`config.mk`:
```
export PLATFORM = sky130hd
export DESIGN_NAME = imem_access_arbiter
export DESIGN_NICKNAME = d
export VERILOG_FILES = /design/src/rtl/imem_access_arbiter.sv
export SDC_FILE = /design/constraint.sdc
export NUM_CORES = 1
export LEC_CHECK = 0
export CELL_PAD_IN_SITES_DETAIL_PLACEMENT = 1
export CELL_PAD_IN_SITES_GLOBAL_PLACEMENT = 2
export CORE_MARGIN = 2
export CORE_UTILIZATION = 19
export CTS_CLUSTER_DIAMETER = 50
export DETAILED_ROUTE_END_ITERATION = 16
export PLACE_DENSITY = 0.8
export SETUP_SLACK_MARGIN = 0.15
export SYNTH_ARGS = -nofsm -noshare
export SYNTH_HDL_FRONTEND = slang
export SYNTH_SLANG_ARGS = --single-unit
```
`constraint.sdc`:
```
create_clock -name clk -period 2.38 [get_ports clk]
set_clock_uncertainty 0.1 [all_clocks]
set_input_delay 0.714 -clock clk [delete_from_list [all_inputs] [get_ports clk]]
set_output_delay 0.714 -clock clk [all_outputs]
set_load 0.005 [all_outputs]
```
`src/rtl/imem_access_arbiter.sv`:
```
// Two-requester round-robin arbiter for the single IMEM port: one transaction
// in flight, read latency sequencing, out-of-range rejection without a memory access.
//
// state   | meaning
// IDLE    | no transaction; arbitrate between pending requests
// WRITE   | one-cycle write strobe on the IMEM port
// RD_WAIT | address on the IMEM port, counting down read latency
// DONE    | ack pulse to the grantee; requests ignored
module imem_access_arbiter #(
  parameter int ADDR_W = 32,
  parameter int DATA_W = 32,
  parameter int DEPTH  = 64,
  parameter int RD_LAT = 1
) (
  input  logic              clk,
  input  logic              rst,
  input  logic              m0_req,
  input  logic              m0_we,
  input  logic [ADDR_W-1:0] m0_addr,
  input  logic [DATA_W-1:0] m0_wdata,
  output logic              m0_ack,
  output logic              m0_err,
  output logic [DATA_W-1:0] m0_rdata,
  input  logic              m1_req,
  input  logic              m1_we,
  input  logic [ADDR_W-1:0] m1_addr,
  input  logic [DATA_W-1:0] m1_wdata,
  output logic              m1_ack,
  output logic              m1_err,
  output logic [DATA_W-1:0] m1_rdata,
  output logic [ADDR_W-1:0] imem_addr,
  output logic              imem_wre,
  output logic [DATA_W-1:0] imem_wr_data,
  input  logic [DATA_W-1:0] imem_rd_data,
  output logic              busy
);

  typedef enum logic [1:0] {IDLE, WRITE, RD_WAIT, DONE} state_t;

  localparam logic [ADDR_W:0] DEPTH_EXT = (ADDR_W+1)'(DEPTH);
  localparam logic [2:0]      LAT       = 3'(RD_LAT);

  state_t            state, state_n;
  logic              last, last_n;
  logic              gnt, gnt_n;
  logic [2:0]        cnt, cnt_n;
  logic [ADDR_W-1:0] imem_addr_n;
  logic              imem_wre_n;
  logic [DATA_W-1:0] imem_wr_data_n;
  logic [1:0]        ack_n, err_n;
  logic [DATA_W-1:0] rdata0_n, rdata1_n;
  logic              sel, sel_we;
  logic [ADDR_W-1:0] sel_addr;
  logic [DATA_W-1:0] sel_wdata;

  always_comb begin
    state_n        = state;
    last_n         = last;
    gnt_n          = gnt;
    cnt_n          = cnt;
    imem_addr_n    = imem_addr;
    imem_wre_n     = 1'b0;
    imem_wr_data_n = imem_wr_data;
    ack_n          = 2'b00;
    err_n          = 2'b00;
    rdata0_n       = m0_rdata;
    rdata1_n       = m1_rdata;
    // on a tie the master that was not granted last wins
    sel       = (m0_req && m1_req) ? ~last : m1_req;
    sel_we    = sel ? m1_we    : m0_we;
    sel_addr  = sel ? m1_addr  : m0_addr;
    sel_wdata = sel ? m1_wdata : m0_wdata;

    case (state)
      IDLE: begin
        if (m0_req || m1_req) begin
          gnt_n  = sel;
          last_n = sel;
          if ({1'b0, sel_addr} >= DEPTH_EXT) begin
            state_n    = DONE;
            ack_n[sel] = 1'b1;
            err_n[sel] = 1'b1;
          end else begin
            imem_addr_n = sel_addr;
            if (sel_we) begin
              state_n        = WRITE;
              imem_wre_n     = 1'b1;
              imem_wr_data_n = sel_wdata;
            end else begin
              state_n = RD_WAIT;
              cnt_n   = LAT;
            end
          end
        end
      end
      WRITE: begin
        state_n    = DONE;
        ack_n[gnt] = 1'b1;
      end
      RD_WAIT: begin
        if (cnt == 3'd0) begin
          state_n    = DONE;
          ack_n[gnt] = 1'b1;
          if (gnt) rdata1_n = imem_rd_data;
          else     rdata0_n = imem_rd_data;
        end else begin
          cnt_n = cnt - 3'd1;
        end
      end
      DONE:    state_n = IDLE;
      default: state_n = IDLE;
    endcase
  end

  always_ff @(posedge clk) begin
    if (rst) begin
      state        <= IDLE;
      last         <= 1'b1;
      gnt          <= 1'b0;
      cnt          <= 3'd0;
      imem_addr    <= '0;
      imem_wre     <= 1'b0;
      imem_wr_data <= '0;
      m0_ack       <= 1'b0;
      m1_ack       <= 1'b0;
      m0_err       <= 1'b0;
      m1_err       <= 1'b0;
      m0_rdata     <= '0;
      m1_rdata     <= '0;
      busy         <= 1'b0;
    end else begin
      state        <= state_n;
      last         <= last_n;
      gnt          <= gnt_n;
      cnt          <= cnt_n;
      imem_addr    <= imem_addr_n;
      imem_wre     <= imem_wre_n;
      imem_wr_data <= imem_wr_data_n;
      m0_ack       <= ack_n[0];
      m1_ack       <= ack_n[1];
      m0_err       <= err_n[0];
      m1_err       <= err_n[1];
      m0_rdata     <= rdata0_n;
      m1_rdata     <= rdata1_n;
      busy         <= (state_n != IDLE);
    end
  end

endmodule

```
==> After elaboration in Yosys (flattened, before gate mapping) <==
Cells that the tools add are included.
{ "classes": {"addsub": 1, "mul": 0, "n_div": 0, "order_cmp": 5, "eq_ne": 7, "shift": 0, "n_mux": 23, "bitwise_logic": 5, "reduce_logical": 16} }
{ "op_table": {"columns": ["op", "count"], "rows": [
  ["$mux 32", 2],
  ["$ge 32x7->1 const B", 1],
  ["$mux 2", 7],
  ["$mux 3", 4],
  ["$reduce_and 3->1", 3],
  ["$ne 2x2->1 const B", 4],
  ["$pmux 2 s4", 1],
  ["$pmux 2 s3", 1],
  ["$pmux 3 s2", 1],
  ["$mux 1", 5],
  ["$not 1->1", 5],
  ["$reduce_and 5->1", 1],
  ["$eq 2x2->1 const B", 2],
  ["$lt 1x2->1 const B", 2],
  ["$reduce_and 4->1", 1],
  ["$reduce_bool 2->1", 2],
  ["$reduce_or 4->1", 1],
  ["$logic_and 1x1->1", 3],
  ["$logic_not 3->1", 1],
  ["$sub 3x1->3 const B", 1],
  ["$demux 1 s1", 2],
  ["$eq 2x1->1 const B", 1],
  ["$ge 1x1->1 const B", 2],
  ["$logic_not 2->1", 1],
  ["3 further kinds", 3]
]} }
{ "totals": {"ff_bits": 141, "latchBits": 0, "ram_bits": 0, "rom_bits": 0, "input_bits": 166, "out_inout_bits": 134, "elab_cells": 71, "memories": 0} }

==> Longest topological paths before layout <==
Gate-level depths: netlist (run 1).
{ "depth": {"depth_word": 9, "mapped_depth": 9, "mapped_depth_nobuf": 8} }

==> Least setup slack after synthesis (run 1) <==
Ideal clock, no wire load.
{ "synth_timing": {"kind": "input-to-reg", "startpoint": "input port m1_addr[26]", "endpoint": "register imem_wr_data[17]", "setup_ns": 0.146, "arrival_ns": 2.251, "t_required_ns": 2.134, "slack_ns": -0.117, "stages": 6, "n_path_buf": 1, "cell_sequence": "nor4_1 nand4_1 mux2_2 nor4_4 buf_4 a211oi_2"} }
{ "synth_via": {"elab_chain_cells": 4} }
{ "synth_rtl": {"columns": ["item", "line_no", "text"], "rows": [
  ["start, declared", "26", "input logic [ADDR_W-1:0] m1_addr,"],
  ["$mux 32", "71", "sel_addr = sel ? m1_addr : m0_addr;"],
  ["$ge 32x7->1", "79", "if ({1'b0, sel_addr} >= DEPTH_EXT) begin"],
  ["$not 1->1 (no source line)", null, null],
  ["$reduce_and 4->1 (no source line)", null, null],
  ["end signal, assigned", "138", "imem_wr_data <= imem_wr_data_n;"],
  ["end, declared", "33", "output logic [DATA_W-1:0] imem_wr_data,"]
]} }
No other way between the ends.
A chain may end at the register's enable or synchronous reset.

==> Final worst setup path (run 1) <==
{ "layout_timing": {"startpoint": "input port m0_req", "endpoint": "register imem_wr_data[17]"} }
{ "layout_via": {"elab_chain_cells": 6, "word_cells_on_any_way": 9, "classes_between": "order compare (1); mux (4); bitwise (1); reduce/logical (3)"} }
{ "layout_rtl": {"columns": ["item", "line_no", "text"], "rows": [
  ["start, declared", "17", "input logic m0_req,"],
  ["$logic_and 1x1->1", "69", "sel = (m0_req && m1_req) ? ~last : m1_req;"],
  ["$mux 1", "69", null],
  ["$mux 32", "71", null],
  ["$ge 32x7->1", "79", null],
  ["$not 1->1 (no source line)", null, null],
  ["$reduce_and 4->1 (no source line)", null, null]
]} }
Several ways; a longest one is shown, not always the timed one.

==> out/results.ini, run 1 <==
[clocking]
clk_pin_slew_worst_paths_ns = 0.07
cts_tree = built
insertion_delay_ns = 0.42
cts_num_sinks = 141
htree_levels = 4
cts_buffers = 17
cts_root_buffer = clkbuf_16
postCtsHoldBufs = 0
cts.path.max_buffers = 2

[sta]
holdWs_ns = 0.354
finalCritPeriodShare_pct = 99.2
finalWorstPathRequiredPeriod_ns = 2.36
rsz0062_at_grt = true
maxSlewHeadroom_pct = 70.1
fmax_mhz = 423
final_max_slew_viol_count = 0
worst_slew_pin_slew_ns = 0.449
setup_viol = 0
final_hold_viol_count = 0

[global_routing]
grt_max_degree = 50
grt_pass1_vias = 6109
grt.overflow.total = 0
antenna_found_initial = 1
track_usage_pct = 14.4
grt_first_pass_wirelength_um = 34100

[critical_path]
startpoint_type = primary input
crit_type = primary input to flip-flop
end_kind = flip-flop
crit_required_ns = 2.59
critPathArrivalTime_ns = 2.57
path_max_fanout = 7
crit_start = m0_req
r2r_start = last$_SDFFE_PP1P_

[power]
finalPower_mw = 7.35
ir_drop_v = 0.000338
p_per_area_mw_per_mm2 = 712
p_sw_mw = 2.20
power.internal_mw = 5.14
power_leakage_nw = 3.75
switching_share_pct = 30.0
sequentialPowerShare_pct = 36.8
pwr-share-clk_pct = 37.2
comb_power_share_pct = 26.0

[final_layout]
fillCellCount = 3297
area_delta_synth_final_pct = 86.3
nets = 1124
seq_area_mm2 = 0.00282
drive_gt1_share_pct = 20.7
layout_commonest_cell = clkdlybuf4s50_1
design_area_mm2 = 0.0103
final_util_pct = 35.9
multiInputGateArea_mm2 = 0.00277
layout_common_cells = clkdlybuf4s50_1, dfxtp_1, nand2_1

[place]
routabilityCongestion = 0.770
port_buffers = 299
place_area_mm2 = 0.00929
hpwlAfterDp_um = 15900

[drt]
vias = 5662
dr.pass1.iters = 4
wl_per_cell_um = 16.5
drt-total-wl_um = 22300
ant_nets = 0
avgViaCountPerCell = 4.19
drc_errors = 0
first_iter_violations = 149

[die]
coreArea_mm2 = 0.0287
num_rows = 62
dieArea_mm2 = 0.0305
start_util_pct = 19.3
ios = 300
die_h_um = 175
fp.dieW_um = 175

[logic_synthesis]
synth_top_area_cell = dfxtp_1
ys_types = 39
synth-edff-count = 0
syn_avg_cell_area_um2 = 9.06
syn-num-nets = 783
synth.area.top_cells = dfxtp_1, nand2_1, mux2i_1, a211oi_2, a21oi_1
synth_seq_area_share_pct = 51.0
ys_ff_latch = 141
synth-warning-count = 0
async_flop_share_pct = 0
synthCells = 611
ys.flop_type = dfxtp_1
netlist.area_leader.share_pct = 51.0
syn-cell-area_mm2 = 0.00553

[flow_run]
cap_violations = 0

[run_status]
status = finished, final reports clean

[hold_path]
worstHoldStart = m0_rdata[3]$_SDFFE_PP0P_
hold_path.class = flip-flop to flip-flop

## flip-flops by register name (all words and copies together), names as in the netlist
signal and cells:
imem_addr 32, imem_wr_data 32, m0_rdata 32, m1_rdata 32
cnt 3, state 2, busy 1, gnt 1
imem_wre 1, last 1, m0_ack 1, m0_err 1
m1_ack 1, m1_err 1
## metal layers
metal,part of all wire [%],global-route usage (%)
met5,0,0
met4,2.2,4.76
met3,5.6,4.53
met2,52,26.1
met1,40,15.9
## repair_timing
| action | CTS | global route |
|---|---|---|
| buffers inserted | 5 | 17 |
| gates cloned | 3 | 1 |
| hold endpoints to repair | 0 | 0 |
| gates resized for setup | 66 | 116 |
| pin swaps | 7 | 32 |
| setup endpoints to repair | 74 | 102 |
## final cells by class
type / count / area share [%]
multi-input combinational: 424 / 26.9
inverter: 5 / 0.182
sequential: 141 / 27.4
timing repair buffer: 363 / 35.0
antenna: 1 / 0.0243
clock buffer: 18 / 4.26
clock inverter: 14 / 1.57
tap: 384 / 4.66
## stage by stage
stage / setup TNS [ns] / worst slack (ns) / std cells
finish: 0 / 0.0182 / 1350
global route: -0.00218 / -0.00150 / 1350
CTS: 0 / 0.0360 / 1331
detailed placement: -48.56 / -0.835 / 1291
global placement: -43.49 / -0.709 / 1291
floorplan: -0.639 / -0.0283 / 611
## power groups by stage
| stage | clock (mW) | combinational, mW | sequential (mW) |
|---|---|---|---|
| final | 2.73 | 1.91 | 2.71 |
| after CTS | 2.82 | 1.92 | 2.71 |
| after global routing | 2.94 | 2.12 | 2.74 |
| after detailed placement | 0 | 1.90 | 2.76 |
| after floorplan | 0 | 0.808 | 2.76 |
| after global placement | 0 | 1.87 | 2.74 |
## cell usage after synthesis (2+ instances only)
cell,number
a211oi_1,12
nand2_1,140
or2_2,3
buf_1,2
dfxtp_1,141
nor2b_1,2
mux2i_1,40
o21ai_0,3
nand4_1,3
and2_1,28
ha_1,6
a21oi_1,65
o311ai_0,2
nor3_1,4
mux2_2,2
inv_1,5
o21a_1,3
a211oi_2,28
nor4_1,12
buf_4,4
nand3_1,2
clkbuf_1,31
buf_6,3
nor2_1,55
## critical path, cell delays in order
cell and delay (ns):
clkdlybuf4s15_1 0.23, a21boi_4 0.29, mux2_4 0.39, nor4_4 0.25, buf_4 0.17, buf_12 0.13, buf_12 0.12, buf_8 0.13
buf_6 0.10, a211oi_2 0.05
## cells by family (layout without fill, tap and decap cells)
group | count (synthesis) | count (layout) | synth area share, %
mux | 42 | 42 | 7.64
xor+xnor | 1 | 1 | 0.158
other cells | 0 | 1 | 0
compound gates | 121 | 121 | 15.9
buf+inv | 46 | 400 | 3.82
flops | 141 | 141 | 51.0
simple gates | 254 | 254 | 20.1
fa+ha+maj | 6 | 6 | 1.36
## worst paths after layout
path	to	slack, ns	depth (start not counted)
worst min register to register	m0_rdata[3]$_SDFFE_PP0P_	0.35	2
worst max register to register	imem_wr_data[17]$_SDFFE_PP0P_	0.18	9
worst min-delay path	m0_rdata[3]$_SDFFE_PP0P_	0.35	2
worst max-delay path	imem_wr_data[17]$_SDFFE_PP0P_	0.02	10
Note: power is estimated with default switching activity, not from simulation.
==> inputs of run 2 (changes only) <==
Settings changed: TNS_END_PERCENT set to 50.
==> out/results.ini, run 2 (synthesis results as in run 1) <==
[flow_run]
cap_violations = 0  ; unchanged

[clocking]
cts_num_sinks = 141  ; unchanged
postCtsHoldBufs = 0  ; unchanged
cts_root_buffer = clkbuf_16  ; unchanged
cts_tree = built  ; unchanged
cts.path.max_buffers = 2  ; unchanged
htree_levels = 4  ; unchanged
cts_buffers = 17  ; unchanged
clk_pin_slew_worst_paths_ns = 0.06  ; was 0.07 ns
insertion_delay_ns = 0.41  ; was 0.42 ns

[final_layout]
nets = 1109  ; was 1124
drive_gt1_share_pct = 19.7  ; was 20.7%
layout_commonest_cell = clkdlybuf4s50_1  ; unchanged
num_antenna_cells = 0  ; was 1
area_delta_synth_final_pct = 85.6  ; was 86.3%
layout_common_cells = clkdlybuf4s50_1, dfxtp_1, nand2_1  ; unchanged

[die]
coreArea_mm2 = 0.0287  ; unchanged
die_h_um = 175  ; unchanged
ios = 300  ; unchanged
num_rows = 62  ; unchanged
start_util_pct = 19.3  ; unchanged
dieArea_mm2 = 0.0305  ; unchanged
fp.dieW_um = 175  ; unchanged

[critical_path]
startpoint_type = primary input  ; unchanged
critPathArrivalTime_ns = 2.54  ; was 2.57 ns
crit_type = primary input to flip-flop  ; unchanged
crit_required_ns = 2.61  ; was 2.59 ns
end_kind = flip-flop  ; unchanged
path_max_fanout = 7  ; unchanged

[sta]
final_hold_viol_count = 0  ; unchanged
finalWorstPathRequiredPeriod_ns = 2.31  ; was 2.36 ns
fmax_mhz = 433  ; was 423 MHz
setup_viol = 0  ; unchanged
finalCritPeriodShare_pct = 97.0  ; was 99.2%
holdWs_ns = 0.353  ; was 0.354 ns
final_max_slew_viol_count = 0  ; unchanged
maxSlewHeadroom_pct = 54.6  ; was 70.1%
rsz0062_at_grt = true  ; unchanged
worst_slew_pin_slew_ns = 0.680  ; was 0.449 ns

[drt]
first_iter_violations = 153  ; was 149
drc_errors = 0  ; unchanged
drt-total-wl_um = 22300  ; about the same
dr.pass1.iters = 4  ; unchanged
ant_nets = 0  ; unchanged
avgViaCountPerCell = 4.17  ; was 4.19
vias = 5552  ; was 5662
wl_per_cell_um = 16.8  ; was 16.5 um

[place]
routabilityCongestion = 0.732  ; was 0.770
port_buffers = 299  ; unchanged
hpwlAfterDp_um = 15200  ; was 15900 um

[global_routing]
grt.overflow.total = 0  ; unchanged
track_usage_pct = 14.3  ; was 14.4%
antenna_found_initial = 0  ; was 1
grt_pass1_vias = 5971  ; was 6109
grt_first_pass_wirelength_um = 33900  ; was 34100 um
grt_max_degree = 52  ; was 50

[power]
power_leakage_nw = 3.69  ; was 3.75 nW
p_per_area_mw_per_mm2 = 735  ; was 712 mW/mm2
finalPower_mw = 7.55  ; was 7.35 mW
ir_drop_v = 0.000451  ; was 0.000338 V

[run_status]
status = finished, final reports clean  ; unchanged

[hold_path]
hold_path.class = flip-flop to flip-flop  ; unchanged

==> run 2: cell count changes in the layout (fill, tap and decap cells not counted), sizes merged, moves of 3 or more <==
cell           before  now
buf                67   75
bufinv              2    5
clkbuf             45   24
clkdlybuf4s15      10   14
clkinv              6    3
dlygate4sd2        10    6
==> run 2: path summary, 6_finish.rpt <==
kind | start | end | slack [ns] | depth (start not counted)
hold reg to reg | m0_rdata[21]$_SDFFE_PP0P_ | m0_rdata[21]$_SDFFE_PP0P_ | 0.35 | 2
setup / recovery | m0_addr[9] | imem_wr_data[29]$_SDFFE_PP0P_ | 0.07 | 11
hold / removal | m0_rdata[21]$_SDFFE_PP0P_ | m0_rdata[21]$_SDFFE_PP0P_ | 0.35 | 2
setup reg to reg | last$_SDFFE_PP1P_ | imem_wr_data[29]$_SDFFE_PP0P_ | 0.23 | 9
==> run 2: metal layers <==
metal | GRT usage, % | part of all wire, %
met3 | 4.22 | 6.1
met5 | 0 | 0
met1 | 16.1 | 41
met2 | 25.6 | 51
met4 | 5.00 | 2.1
==> run 2: repair_timing <==
item	CTS	global route
pin swaps	27	32
resized for setup	159	53
cloned	5	1
endpoints found under the setup margin	70	86
buffers inserted	7	1
==> run 2: through the flow <==
step	setup TNS (ns)	instance area (um2)	utilization, %	setup slack, ns	instances
5_1_grt	-0.0310	10300	35.8	-0.0310	1332
4_1_cts	0	10100	35.1	0.110	1330
2_1_floorplan	-0.630	5610	-	-0.0283	611
3_3_place_gp	-35.60	9210	32.1	-0.613	1288
6_report	0	10300	35.8	0.0724	1332
3_5_place_dp	-36.61	9210	32.1	-0.645	1288
==> run 2: worst max-delay path, stage by stage <==
cell	delay, ns
dlygate4sd2_1	0.26
nor4_4	0.20
nand3_1	0.11
o21a_2	0.23
nor4_4	0.31
buf_6	0.17
buf_6	0.10
buf_12	0.09
buf_16	0.12
nor2_4	0.04
a211oi_2	0.18
==> run 2: power by group <==
part           total [mW]  switching (mW)  internal, mW
combinational        1.85           0.913         0.942
clock                3.00            1.10          1.90
sequential           2.70           0.121          2.58
total                7.55            2.13          5.42
==> run 2: cell type report <==
cell class                      instances  area, um2
Timing Repair Buffer                  348       3500
Clock inverter                         12        210
Inverter                                5       18.8
Sequential cell                       141       2820
Tap cell                              384        480
Fill cell                            3235      18400
Multi-Input combinational cell        424       2800
Clock buffer                           18        439
==> inputs of run 3 (changes only) <==
Settings changed: CORE_UTILIZATION 19 to 23, PLACE_DENSITY 0.8 to 0.9.
Clock period 2.38 ns to 2.8 ns, I/O delays scaled along.
==> out/results.ini, run 3 (synthesis results as in run 1) <==
[drt]
wl_per_cell_um = 16.8  ; about the same
dr.pass1.iters = 4  ; unchanged
met1_length_um = 8640  ; was 9160 um
avgViaCountPerCell = 4.38  ; was 4.17
drt-total-wl_um = 21200  ; was 22300 um
ant_nets = 0  ; unchanged
drc_errors = 0  ; unchanged
met3WireLength_um = 1180  ; was 1360 um
first_iter_violations = 161  ; was 153
wl_met2_um = 11000  ; was 11300 um
vias = 5536  ; was 5552
top_layer = met4  ; unchanged

[die]
dieArea_mm2 = 0.0253  ; was 0.0305 mm2
num_rows = 56  ; was 62
ios = 300  ; unchanged
fp.dieW_um = 159  ; was 175 um
coreArea_mm2 = 0.0235  ; was 0.0287 mm2
die_h_um = 159  ; was 175 um
start_util_pct = 23.5  ; was 19.3%

[final_layout]
layout_common_cells = clkdlybuf4s50_1, dfxtp_1, nand2_1  ; unchanged
num_antenna_cells = 0  ; unchanged
final_util_pct = 42.5  ; was 35.8%
nets = 1105  ; was 1109
layout_commonest_cell = clkdlybuf4s50_1  ; unchanged
drive_gt1_share_pct = 13.4  ; was 19.7%
area_delta_synth_final_pct = 80.7  ; was 85.6%

[sta]
finalCritPeriodShare_pct = 93.4
rsz0062_at_grt = true  ; unchanged
worst_slew_pin_slew_ns = 0.478  ; was 0.680 ns
maxSlewHeadroom_pct = 68.2  ; was 54.6%
fmax_mhz = 382
final_max_slew_viol_count = 0  ; unchanged
finalWorstPathRequiredPeriod_ns = 2.62
final_hold_viol_count = 0  ; unchanged
setup_viol = 0  ; unchanged
setup_slack_ns = 0.185  ; was 0.0724 ns

[critical_path]
r2r_cells = 8  ; was 9
startpoint_type = primary input  ; unchanged
crit_type = primary input to flip-flop  ; unchanged
r2r_start = state[0]$_SDFF_PP0_  ; was last$_SDFFE_PP1P_
crit_required_ns = 3.04  ; was 2.61 ns
crit_start = m0_addr[14]  ; was m0_addr[9]
rrSetupSlack_ns = 0.65  ; was 0.23 ns
critPathArrivalTime_ns = 2.85  ; was 2.54 ns
path_max_fanout = 14  ; was 7
end_kind = flip-flop  ; unchanged
r2r_end = m1_rdata[0]$_SDFFE_PP0P_  ; was imem_wr_data[29]$_SDFFE_PP0P_
setup.worst_path.end = imem_wr_data[21]$_SDFFE_PP0P_  ; was imem_wr_data[29]$_SDFFE_PP0P_

[power]
pwr-share-clk_pct = 40.4  ; was 39.7%
p_sw_mw = 1.77  ; was 2.13 mW
switching_share_pct = 27.2  ; was 28.3%
power.internal_mw = 4.73  ; was 5.42 mW
ir_drop_v = 0.000334  ; was 0.000451 V
sequentialPowerShare_pct = 35.4  ; was 35.8%
p_per_area_mw_per_mm2 = 650  ; was 735 mW/mm2
finalPower_mw = 6.50  ; was 7.55 mW
comb_power_share_pct = 24.2  ; was 24.6%
power_leakage_nw = 3.57  ; was 3.69 nW

[place]
post-place-ws_ns = -0.516  ; was -0.645 ns
port_buffers = 299  ; unchanged
routabilityCongestion = 0.739  ; was 0.732
hpwlAfterDp_um = 15100  ; was 15200 um

[hold_path]
hold_depth = 2  ; unchanged
hold_path.class = flip-flop to flip-flop  ; unchanged

[global_routing]
antenna_found_initial = 0  ; unchanged
grt_first_pass_wirelength_um = 32900  ; was 33900 um
grt_pass1_vias = 5908  ; was 5971
grt.overflow.total = 0  ; unchanged
track_usage_pct = 16.4  ; was 14.3%
grt_max_degree = 53  ; was 52

[flow_run]
cap_violations = 0  ; unchanged

[clocking]
cts_buffers = 17  ; unchanged
cts.path.max_buffers = 2  ; unchanged
cts_num_sinks = 141  ; unchanged
postCtsHoldBufs = 0  ; unchanged
cts_tree = built  ; unchanged
insertion_delay_ns = 0.41  ; about the same
htree_levels = 4  ; unchanged
cts_root_buffer = clkbuf_16  ; unchanged
clk_pin_slew_worst_paths_ns = 0.06  ; about the same

[run_status]
status = finished, final reports clean  ; unchanged

[run 3: changes by cell type in the layout (fill, tap and decap cells not counted), sizes merged]
cell           before  now
clkdlybuf4s50     245  296
buf                75   44
clkdlybuf4s15      14    0
dlygate4sd2         6    0
inv                 8    5
bufinv              5    6
clkbuf             24   23
[run 3: worst max-delay path: stages]
cell	delay [ns]
clkdlybuf4s50_1	0.44
nor4_2	0.29
nand3_1	0.13
o21a_4	0.25
nor4_4	0.27
buf_6	0.20
clkbuf_16	0.19
nor2_1	0.06
a211oi_2	0.19
[run 3: how the worst min path moves through the flow]
| stage | from | endpoint |
|---|---|---|
| floorplan | cnt[0]$_SDFFE_PP0P_ | cnt[0]$_SDFFE_PP0P_ |
| global placement | imem_addr[11]$_SDFFE_PP0P_ | imem_addr[11]$_SDFFE_PP0P_ |
| detailed placement | imem_addr[6]$_SDFFE_PP0P_ | imem_addr[6]$_SDFFE_PP0P_ |
| CTS | m0_rdata[24]$_SDFFE_PP0P_ | m0_rdata[24]$_SDFFE_PP0P_ |
| global route | m1_rdata[13]$_SDFFE_PP0P_ | m1_rdata[13]$_SDFFE_PP0P_ |
| finish | m0_rdata[23]$_SDFFE_PP0P_ | m0_rdata[23]$_SDFFE_PP0P_ |
[run 3: final cells by class]
| type | count | area [um2] |
|---|---|---|
| Clock buffer | 21 | 470 |
| Clock inverter | 10 | 210 |
| Fill cell | 2710 | 13500 |
| Inverter | 5 | 18.8 |
| Multi-Input combinational cell | 424 | 2640 |
| Sequential cell | 141 | 2820 |
| Tap cell | 319 | 399 |
| Timing Repair Buffer | 344 | 3450 |
[run 3: power groups by stage]
stage | sequential (mW) | clock (mW) | combinational [mW]
2_1_floorplan | 2.34 | 0 | 0.678
4_1_cts | 2.31 | 2.71 | 1.56
3_5_place_dp | 2.35 | 0 | 1.54
5_1_grt | 2.33 | 2.79 | 1.73
3_3_place_gp | 2.34 | 0 | 1.51
6_report | 2.30 | 2.63 | 1.57
[run 3: per-layer routing]
layer / vias up / track usage [%]
li1: 2722 / -
met1: 2645 / 18.0
met2: 147 / 29.8
met3: 22 / 5.44
met4: 0 / 5.58
met5: - / 0
[run 3: per-stage QoR]
stage	cell area [um2]	hold WS [ns]	setup TNS (ns)	instances
finish	10000	0.352	0	1264
global placement	9080	0.341	-25.16	1225
floorplan	5530	0.344	0	611
detailed placement	9080	0.345	-29.13	1225
CTS	9820	0.355	0	1258
global route	10000	0.369	0	1264
[run 3: what timing repair did]
action | 4_1_cts | 5_1_grt
gates resized for setup | 6 | 21
setup endpoints to repair | 70 | 44
pin swaps | 1 | 4
buffers inserted | 1 | 4
hold endpoints to repair | 0 | 0
cloned | 1 | 2
